**src/rtl/mult_arb_pkg.sv**
```systemverilog
// Shared constants, operand record and tag-width helper for the multiplier-sharing arbiter.
package mult_arb_pkg;
  localparam int MUL_W   = 32;
  localparam int RES_W   = 64;
  localparam int MAX_REQ = 8;

  typedef struct packed {
    logic [MUL_W-1:0] src1;
    logic [MUL_W-1:0] src2;
    logic             src1_signed;
    logic             src2_signed;
  } mul_op_t;

  function automatic int tag_width(input int n);
    return (n <= 2) ? 1 : $clog2(n);
  endfunction
endpackage

```
**src/rtl/rr_arbiter.sv**
```systemverilog
// Rotating-priority arbiter: first asserted request at or after ptr (mod N) wins.
module rr_arbiter #(
  parameter int N     = 2,
  parameter int TAG_W = 1
) (
  input  logic [N-1:0]     req,
  input  logic [TAG_W-1:0] ptr,
  output logic [N-1:0]     gnt,
  output logic [TAG_W-1:0] idx,
  output logic             any
);
  always_comb begin
    gnt = '0;
    idx = '0;
    any = 1'b0;
    for (int k = 0; k < N; k++) begin
      if (!any && req[(int'(ptr) + k) % N]) begin
        any = 1'b1;
        idx = TAG_W'((int'(ptr) + k) % N);
      end
    end
    if (any) gnt = N'(1) << idx;
  end
endmodule

```
**src/rtl/mult_share_arb.sv**
```systemverilog
// Shares one two-stage pipelined 32x32 multiplier cell among NUM_REQ requesters.
// Optional saturating perf counters are built when MULT_ARB_PERF_EN is defined.
module mult_share_arb
  import mult_arb_pkg::*;
#(
  parameter int NUM_REQ = 2,
  parameter int TAG_W   = tag_width(NUM_REQ)
) (
  input  logic                     clk,
  input  logic                     reset,
  input  logic [NUM_REQ-1:0]       req_valid,
  output logic [NUM_REQ-1:0]       req_ready,
  input  logic [NUM_REQ*MUL_W-1:0] req_src1,
  input  logic [NUM_REQ*MUL_W-1:0] req_src2,
  input  logic [NUM_REQ-1:0]       req_src1_signed,
  input  logic [NUM_REQ-1:0]       req_src2_signed,
  output logic [NUM_REQ-1:0]       rsp_valid,
  input  logic [NUM_REQ-1:0]       rsp_ready,
  output logic [RES_W-1:0]         rsp_result,
  output logic [MUL_W-1:0]         mul_src1,
  output logic [MUL_W-1:0]         mul_src2,
  output logic                     mul_src1_signed,
  output logic                     mul_src2_signed,
  output logic                     mul_m_en,
  output logic                     mul_a_en,
  output logic                     mul_clr,
  input  logic [RES_W-1:0]         mul_result,
  output logic [31:0]              perf_ops,
  output logic [31:0]              perf_stall
);
  mul_op_t [NUM_REQ-1:0] ops;
  mul_op_t               sel;
  logic [NUM_REQ-1:0]    gnt;
  logic [TAG_W-1:0]      win, rr_ptr, s1_tag, s2_tag;
  logic                  any, accept, s1_valid, s2_valid;

  for (genvar i = 0; i < NUM_REQ; i++) begin : g_unpack
    assign ops[i] = {req_src1[MUL_W*i +: MUL_W], req_src2[MUL_W*i +: MUL_W],
                     req_src1_signed[i], req_src2_signed[i]};
  end

  rr_arbiter #(.N(NUM_REQ), .TAG_W(TAG_W)) u_arb (
    .req(req_valid), .ptr(rr_ptr), .gnt(gnt), .idx(win), .any(any)
  );

  // Stage 2 drains when empty or taken; stage 1 advances whenever stage 2 can.
  assign mul_a_en  = ~s2_valid | rsp_ready[s2_tag];
  assign mul_m_en  = ~s1_valid | mul_a_en;
  assign req_ready = gnt & {NUM_REQ{mul_m_en & ~reset}};
  assign accept    = any & mul_m_en & ~reset;

  assign sel             = any ? ops[win] : '0;
  assign mul_src1        = sel.src1;
  assign mul_src2        = sel.src2;
  assign mul_src1_signed = sel.src1_signed;
  assign mul_src2_signed = sel.src2_signed;
  assign mul_clr         = reset;

  assign rsp_valid  = s2_valid ? (NUM_REQ'(1) << s2_tag) : '0;
  assign rsp_result = mul_result;

  always_ff @(posedge clk) begin
    if (reset) begin
      s1_valid <= 1'b0;
      s2_valid <= 1'b0;
      s1_tag   <= '0;
      s2_tag   <= '0;
      rr_ptr   <= '0;
    end else begin
      if (mul_m_en) begin
        s1_valid <= accept;
        if (accept) begin
          s1_tag <= win;
          rr_ptr <= (win == TAG_W'(NUM_REQ - 1)) ? '0 : TAG_W'(win + 1'b1);
        end
      end
      if (mul_a_en) begin
        s2_valid <= s1_valid;
        s2_tag   <= s1_tag;
      end
    end
  end

`ifdef MULT_ARB_PERF_EN
  logic [31:0] ops_cnt, stall_cnt;

  always_ff @(posedge clk) begin
    if (reset) begin
      ops_cnt   <= '0;
      stall_cnt <= '0;
    end else begin
      if (accept && ops_cnt != '1) ops_cnt <= ops_cnt + 32'd1;
      if (!mul_a_en && stall_cnt != '1) stall_cnt <= stall_cnt + 32'd1;
    end
  end

  assign perf_ops   = ops_cnt;
  assign perf_stall = stall_cnt;
`else
  assign perf_ops   = '0;
  assign perf_stall = '0;
`endif
endmodule

```
**config.mk**
```make
export PLATFORM = sky130hd
export DESIGN_NAME = mult_share_arb
export DESIGN_NICKNAME = d
export VERILOG_FILES = /design/src/rtl/mult_arb_pkg.sv /design/src/rtl/rr_arbiter.sv /design/src/rtl/mult_share_arb.sv
export SDC_FILE = /design/constraint.sdc
export NUM_CORES = 1
export LEC_CHECK = 0
export ABC_AREA = 0
export CAP_MARGIN = 30
export CORE_AREA = 10 10 150 152
export CTS_BUF_LIST = sky130_fd_sc_hd__clkbuf_16
export CTS_CLUSTER_DIAMETER = 100
export CTS_CLUSTER_SIZE = 25
export DETAILED_ROUTE_END_ITERATION = 16
export DIE_AREA = 0 0 160 162
export GPL_TIMING_DRIVEN = 0
export HOLD_SLACK_MARGIN = 0.12
export RECOVER_POWER = 25
export SETUP_SLACK_MARGIN = 0.1
export SKIP_CTS_REPAIR_TIMING = 1
export SLEW_MARGIN = 20
export SYNTH_ARGS = -nofsm -noshare
export SYNTH_HDL_FRONTEND = slang
export SYNTH_SLANG_ARGS = --single-unit
```
**constraint.sdc**
```tcl
create_clock -name clk -period 3.35 [get_ports clk]
set_input_delay 0.67 -clock clk [delete_from_list [all_inputs] [get_ports clk]]
set_output_delay 0.67 -clock clk [all_outputs]
set_load 0.05 [all_outputs]
```
* Word level (Yosys, flattened, before mapping) *
Cells that the tools add are included.

storage, ports and cells
  output and inout port bits = 201
  register bits = 5
  input bits = 202

operators by class
  add/sub/neg operators = 2
  magnitude comparators = 4
  reductions and logical operators = 3
  bitwise operators = 10
  shifts and indexed selects = 2
  muxes and demuxes = 17

operators by type and width
  kind                   count
  $mux W66               3
  $mux W1                12
  $lt A1 B2 Y1 const B   3
  $mux W2                2
  $shl A1 B1 Y2 const A  2
  $and A1 B1 Y1          3
  $lt A2 B3 Y1 const B   1
  $not A1 Y1             3
  $add A1 B1 Y1 const B  2
  $and A2 B2 Y2          1
  $or A1 B1 Y1           2
  $reduce_and A2 Y1      1
  $and A1 B1 Y1 const A  1
  $logic_and A1 B1 Y1    1
  $logic_not A1 Y1       1

* Logic depth before layout (Yosys ltp) *
Gate-level depths: netlist of the first run.

  depth after elaboration = 10
  gate-level depth with buffers = 5

* Cells and area by module *
Synthesis of the first run repeated with hierarchy kept, for this count alone.

unflattened totals
  cells, all modules = 312
  area, all modules = 2,269.7 µm²

modules (own cells, without submodules)
  module          area each (µm²)  cells an instance  instances
  mult_share_arb  2,237.1          307                1
  rr_arbiter      32.5             5                  1

* Worst setup path before layout of the first run *
No wires, ideal clock.

  kind = input -> output
  from = input req_valid[0]
  to = output mul_src1[20]
  slack = 395 ps
  cell stages on the path = 5
  path buffers = 3
  arrival time = 2,285 ps
  path through = buf_2 a21boi_2 buf_4 buf_6 o21ai_0

on the way
  word-level cells in the longest chain between the ends = 9
  elaborated cells between the ends (all ways) = 14
  those cells by class = mux: 12; reduce/logical: 2

ends and longest elaborated chain
  element                                       RTL line              source
  start, declared                               mult_share_arb.sv:11  input logic [NUM_REQ-1:0] req_valid,
  $mux W1 (not written as such) (2 in series)   rr_arbiter.sv:17      if (!any && req[(int'(ptr) + k) % N]) begin
  $mux W1                                       rr_arbiter.sv:17
  $logic_not A1 Y1                              rr_arbiter.sv:17
  $logic_and A1 B1 Y1                           rr_arbiter.sv:17
  $mux W1                                       rr_arbiter.sv:17
  $mux W66 (not written as such) (2 in series)  mult_share_arb.sv:52  assign sel = any ? ops[win] : '0;
  $mux W66 (*)                                  mult_share_arb.sv:52
  end, declared                                 mult_share_arb.sv:20  output logic [MUL_W-1:0] mul_src1,

Every way passes the cells marked *; elsewhere a longest branch is shown, timed or not. The select of a mux whose other input is x is not followed.

* Worst setup path in the final report of the first run *
  from = input req_valid[1]
  to = output mul_src1[27]

Same word-level chain as after synthesis.

==> results.py, run 1 <==
metrics = {
    "synthesis": {
        "synth-seq-cells": 5,
        "synth_area_um2": 1970,
        "ys_types": 23,
        "ys_warn_count": 0,
        "syn_area_per_cell_um2": 7.92,
        "ys_seq_area_share_pct": 5.08,
        "syn_inst": 249,
    },
    "worst_hold_path": {
        "hold_class": "flip-flop to flip-flop",
    },
    "clocking": {
        "path_clk_slew_ns": 0.03,
        "clk_latency_ns": 0.22,
        "cts.sinks": 5,
        "htreeDepth": 1,
        "clk_path_buf_depth": 2,
        "numCtsBuffers": 3,
        "clockRootBuffer": "clkbuf_16",
        "cts_tree": "yes",
    },
    "place": {
        "routabilityCongestion": 0.747,
        "numPortBuffers": 273,
        "pre_cts_slack_ns": -0.709,
        "dp_hpwl_um": 13600,
        "place_area_um2": 5270,
        "dp_cells": 850,
    },
    "cells_and_area": {
        "syn_to_final_growth_pct": 161,
        "fin_area_um2": 5140,
        "layout-drive-gt1-share_pct": 35.8,
        "antenna_cells": 0,
        "final_cells": 858,
        "nNetsFinal": 796,
    },
    "timing": {
        "fin_ws_ns": 0.172,
        "worstMarginPinSlew_ns": 0.549,
        "setup_viol": 0,
        "timing_hold_violations_final": 0,
        "period_needed_ns": 3.18,
        "relSlewSlack_pct": 63.3,
        "fin_hold_ws_ns": 0.508,
        "rsz0062_at_grt": "no",
        "fin_crit_sh_pct": 94.9,
        "finalMaxSlewViolations": 0,
        "skew_ns": 0.000623,
        "fmax_mhz": 315,
    },
    "floorplanning": {
        "die_x_um": 160,
        "initial_core_util_pct": 10.2,
        "dieHeight_um": 162,
        "top_level_ports": 403,
        "rows": 51,
        "core_area_um2": 19400,
        "dieArea_um2": 25900,
    },
    "power": {
        "leakage_nw": 2.61,
        "peakVddDrop_v": 0.000268,
        "pwr-share-comb_pct": 82.2,
        "p_int_mw": 0.659,
        "clockPowerShare_pct": 13.0,
        "swShare_pct": 55.1,
        "switching_power_mw": 0.808,
        "seqPwrFrac_pct": 4.8,
        "p_total_mw": 1.47,
        "p_per_area_nw_per_um2": 285,
    },
    "drt": {
        "vias_per_cell": 3.27,
        "drtPass1Iterations": 4,
        "ant_nets": 0,
        "wirelength_um": 14900,
        "drc": 0,
        "wl_per_cell_um": 17.4,
        "drt_iter0_markers": 74,
        "num_vias": 2809,
    },
    "worst_setup_path": {
        "worstPathRequired_ns": 2.68,
        "timing_worst_setup_path_type": "input port to output port",
        "cp_max_fo": 10,
        "start_kind": "input port",
        "crit_arrival_ns": 2.51,
        "cp-end-kind": "output port",
    },
    "global_route": {
        "grtUsageTotal_pct": 10.1,
        "antenna_found_initial": 1,
        "grt_max_degree": 11,
        "grt_pass1_vias": 3127,
        "overflow": 0,
        "grt_pass1_wl_um": 20600,
    },
    "status": {
        "status": "completed",
    },
    "run": {
        "maxCapViolations": 0,
    },
}
==> layout by cell type (no fill, tap or decap), types with 5 or more instances in the layout <==
cell and instances:
buf_6 8, nand2_1 5, clkbuf_2 59, buf_4 131, dlygate4sd3_1 30, a22o_1 62, clkdlybuf4s50_1 175, buf_2 5
o21ai_0 6, conb_1 64, dfxtp_1 5, dlymetal6s2s_1 9
==> logic make-up (layout without fill, tap and decap cells) <==
logic type	count (synthesis)	in the layout	synth area share, %
buf+inv	147	428	56.1
compound gates	80	80	33.9
flops	5	5	5.08
simple gates	15	15	4.19
mux	1	1	0.508
other cells	1	64	0.190
==> final timing paths <==
check | from | endpoint | slack (ns) | cells after the start
worst min register to register | s1_tag | s2_tag | 0.51 | 2
worst min-delay path | s1_tag | s2_tag | 0.51 | 2
worst max-delay path | req_valid[1] | mul_src1[27] | 0.17 | 7
worst max register to register | rr_ptr | s1_tag | 1.97 | 5
==> metal layers <==
metal / GRT usage, % / part of all wire, %
met4: 0.459 / 0.28
met2: 19.5 / 53
met3: 4.10 / 9.6
met1: 10.4 / 37
met5: 0 / 0
==> synth_stat cells <==
cell type / instances / area (µm²)
inv_1: 3 / 11.3
buf_4: 130 / 976
a31oi_1: 1 / 6.26
a221oi_2: 1 / 15.0
a21boi_2: 1 / 11.3
inv_2: 1 / 3.75
nor2_1: 3 / 11.3
and2_1: 4 / 25.0
conb_1: 1 / 3.75
a32o_1: 1 / 10.0
nor2b_1: 1 / 6.26
o211ai_1: 4 / 30.0
a31o_1: 1 / 8.76
a22o_1: 62 / 543
nor2_4: 1 / 11.3
a21oi_1: 3 / 15.0
nand2_1: 5 / 18.8
mux2i_1: 1 / 10.0
buf_2: 5 / 25.0
nand3_2: 1 / 10.0
dfxtp_1: 5 / 100
o21ai_0: 6 / 30.0
buf_6: 8 / 90.1
==> per-stage QoR <==
step	setup TNS [ns]	utilization (%)
after CTS	-36.72	27.6
final	0	26.5
after global placement	-35.78	27.2
after floorplan	0	-
after detailed placement	-36.46	27.2
after global routing	0	26.5
==> power groups by stage <==
stage / clock network [mW] / logic (mW) / registers [mW]
final: 0.191 / 1.21 / 0.0704
after global routing: 0.198 / 1.26 / 0.0711
after CTS: 0.193 / 1.27 / 0.0704
after detailed placement: 0 / 1.27 / 0.0713
after global placement: 0 / 1.27 / 0.0710
after floorplan: 0 / 0.828 / 0.0696
==> cell type report <==
| type | count | area [µm²] |
|---|---|---|
| multi-input combinational | 160 | 998 |
| buffer | 143 | 1090 |
| clock buffer | 3 | 75.1 |
| tap | 265 | 332 |
| clock inverter | 1 | 3.75 |
| inverter | 4 | 15.0 |
| fill | 2159 | 14300 |
| sequential | 5 | 100 |
| timing repair buffer | 277 | 2530 |
==> worst max-delay path, cell delays in order <==
cell             delay [ns]
clkdlybuf4s50_1        0.53
and2_1                 0.26
nor2_4                 0.18
buf_12                 0.13
buf_6                  0.16
a22o_1                 0.14
dlymetal6s2s_1         0.43
==> flip-flops by register name (all words and copies together) (netlist names) <==
signal / flops
rr_ptr: 1
s1_tag: 1
s1_valid: 1
s2_tag: 1
s2_valid: 1
(Power assumes the default switching activity.)
==> inputs of run 2 (changes only) <==
Settings changed: PLACE_DENSITY_LB_ADDON set to 0.2, RECOVER_POWER 25 to 50.
==> results.py, run 2 (synthesized netlist as in run 1, its figures left out) <==
metrics = {
    "status": {
        "status": "completed",
    },
    "global_route": {
        "grtUsageTotal_pct": 10.2,
        "antenna_found_initial": 2,
        "grt_pass1_vias": 3248,
        "overflow": 0,
        "grt_pass1_wl_um": 20800,
        "grt_max_degree": 11,
    },
    "worst_setup_path": {
        "slowest_stage": "clkdlybuf4s50_1",
        "worstPathRequired_ns": 2.68,
        "regToRegSetupSlack_ns": 1.93,
        "crit_chain": "dlygate4sd3_1 -> mux2i_1 -> nand3_2 -> clkdlybuf4s50_1",
        "crit_arrival_ns": 2.55,
        "slowest_delay_ns": 0.74,
        "critPathTopFamily": "buffers and inverters",
        "cp_max_fo": 5,
        "worst-path-buf-inv": 2,
        "start_kind": "input port",
        "timing_worst_setup_path_type": "input port to output port",
        "cp-end-kind": "output port",
    },
    "drt": {
        "drc": 0,
        "ant_nets": 0,
        "vias_per_cell": 3.32,
        "num_vias": 2851,
        "drtPass1Iterations": 3,
        "wirelength_um": 14700,
        "wl_per_cell_um": 17.1,
        "drt_iter0_markers": 61,
    },
    "floorplanning": {
        "top_level_ports": 403,
        "core_area_um2": 19400,
        "dieHeight_um": 162,
        "dieArea_um2": 25900,
        "initial_core_util_pct": 10.2,
        "rows": 51,
        "die_x_um": 160,
    },
    "timing": {
        "setup_viol": 0,
        "fin_crit_sh_pct": 96.1,
        "rsz0062_at_grt": "yes",
        "finalMaxSlewViolations": 0,
        "fin_ws_ns": 0.132,
        "period_needed_ns": 3.22,
        "worstMarginPinSlew_ns": 0.569,
        "skew_ns": 0.000308,
        "fmax_mhz": 311,
        "timing_hold_violations_final": 0,
        "relSlewSlack_pct": 62.0,
        "fin_hold_ws_ns": 0.505,
    },
    "run": {
        "maxCapViolations": 0,
    },
    "power": {
        "p_total_mw": 1.49,
        "leakage_nw": 3.00,
        "p_per_area_nw_per_um2": 276,
        "peakVddDrop_v": 0.000159,
    },
    "worst_hold_path": {
        "hold_class": "flip-flop to flip-flop",
    },
    "place": {
        "pre_cts_slack_ns": -0.511,
        "routabilityCongestion": 0.823,
        "dp_hpwl_um": 13600,
        "dp_cells": 850,
        "numPortBuffers": 273,
    },
    "clocking": {
        "cts_tree": "yes",
        "cts.sinks": 5,
        "clk_latency_ns": 0.23,
        "path_clk_slew_ns": 0.03,
        "clockRootBuffer": "clkbuf_16",
        "htreeDepth": 1,
        "clk_path_buf_depth": 2,
        "numCtsBuffers": 3,
    },
    "cells_and_area": {
        "layout_common_cells": "clkdlybuf4s50_1 (138), buf_4 (131), dlygate4sd3_1 (67)",
        "layout_commonest_cell": "clkdlybuf4s50_1",
        "syn_to_final_growth_pct": 173,
        "nNetsFinal": 795,
        "layout-drive-gt1-share_pct": 30.2,
        "final_cells": 859,
    },
}
## run 2: changes by cell type in the layout (fill, tap and decap cells not counted), sizes merged
cell and delta:
buf -1, clkbuf -33, clkdlybuf4s50 -37, diode +2
dlygate4sd3 +37, dlymetal6s2s +33
## run 2: path summary, 6_finish.rpt
check / start / end / depth (start not counted)
setup / recovery: rsp_ready[1] / mul_m_en / 4
hold / removal: s1_tag / s1_tag / 1
setup reg to reg: s2_tag / s1_tag / 3
hold reg to reg: s1_tag / s1_tag / 1
## run 2: layer usage
layer  track usage [%]  share of wire (%)  vias to the layer above
met3              5.97                 14                        4
li1                  -                  -                     1382
met5                 0                  0                        -
met4              1.79               0.72                        0
met1              8.07                 29                     1228
met2              20.8                 56                      237
## run 2: worst register-to-register path, delay by kind of cell, from the launching register on
kind | cells | cell delay [ns]
compound gates | 2 | 0.48
flops | 1 | 0.36
mux | 1 | 0.47
## run 2: area by class of cell
class / count / area [µm²]
diodes: 2 / 5.00
repair buffers: 276 / 2760
flip-flops and latches: 5 / 100
plain buffers: 143 / 1090
inverters: 4 / 15.0
multi-input cells: 160 / 1000
well taps: 265 / 332
clock inverters: 1 / 3.75
fillers: 2118 / 14000
clock buffers: 3 / 75.1
## run 2: metrics by stage
step | utilization (%) | setup TNS, ns | area, µm²
floorplan | - | 0 | 2210
global placement | 27.2 | -27.09 | 5270
detailed placement | 27.2 | -28.22 | 5270
CTS | 27.6 | -28.71 | 5350
global route | 27.7 | 0 | 5380
finish | 27.7 | 0 | 5380
## run 2: report_power, final
part	internal, mW	switching [mW]	leakage (nW)
clock network	0.155	0.0386	0.0423
logic	0.460	0.762	2.92
registers	0.0645	0.00595	0.0416
total	0.680	0.806	3.00
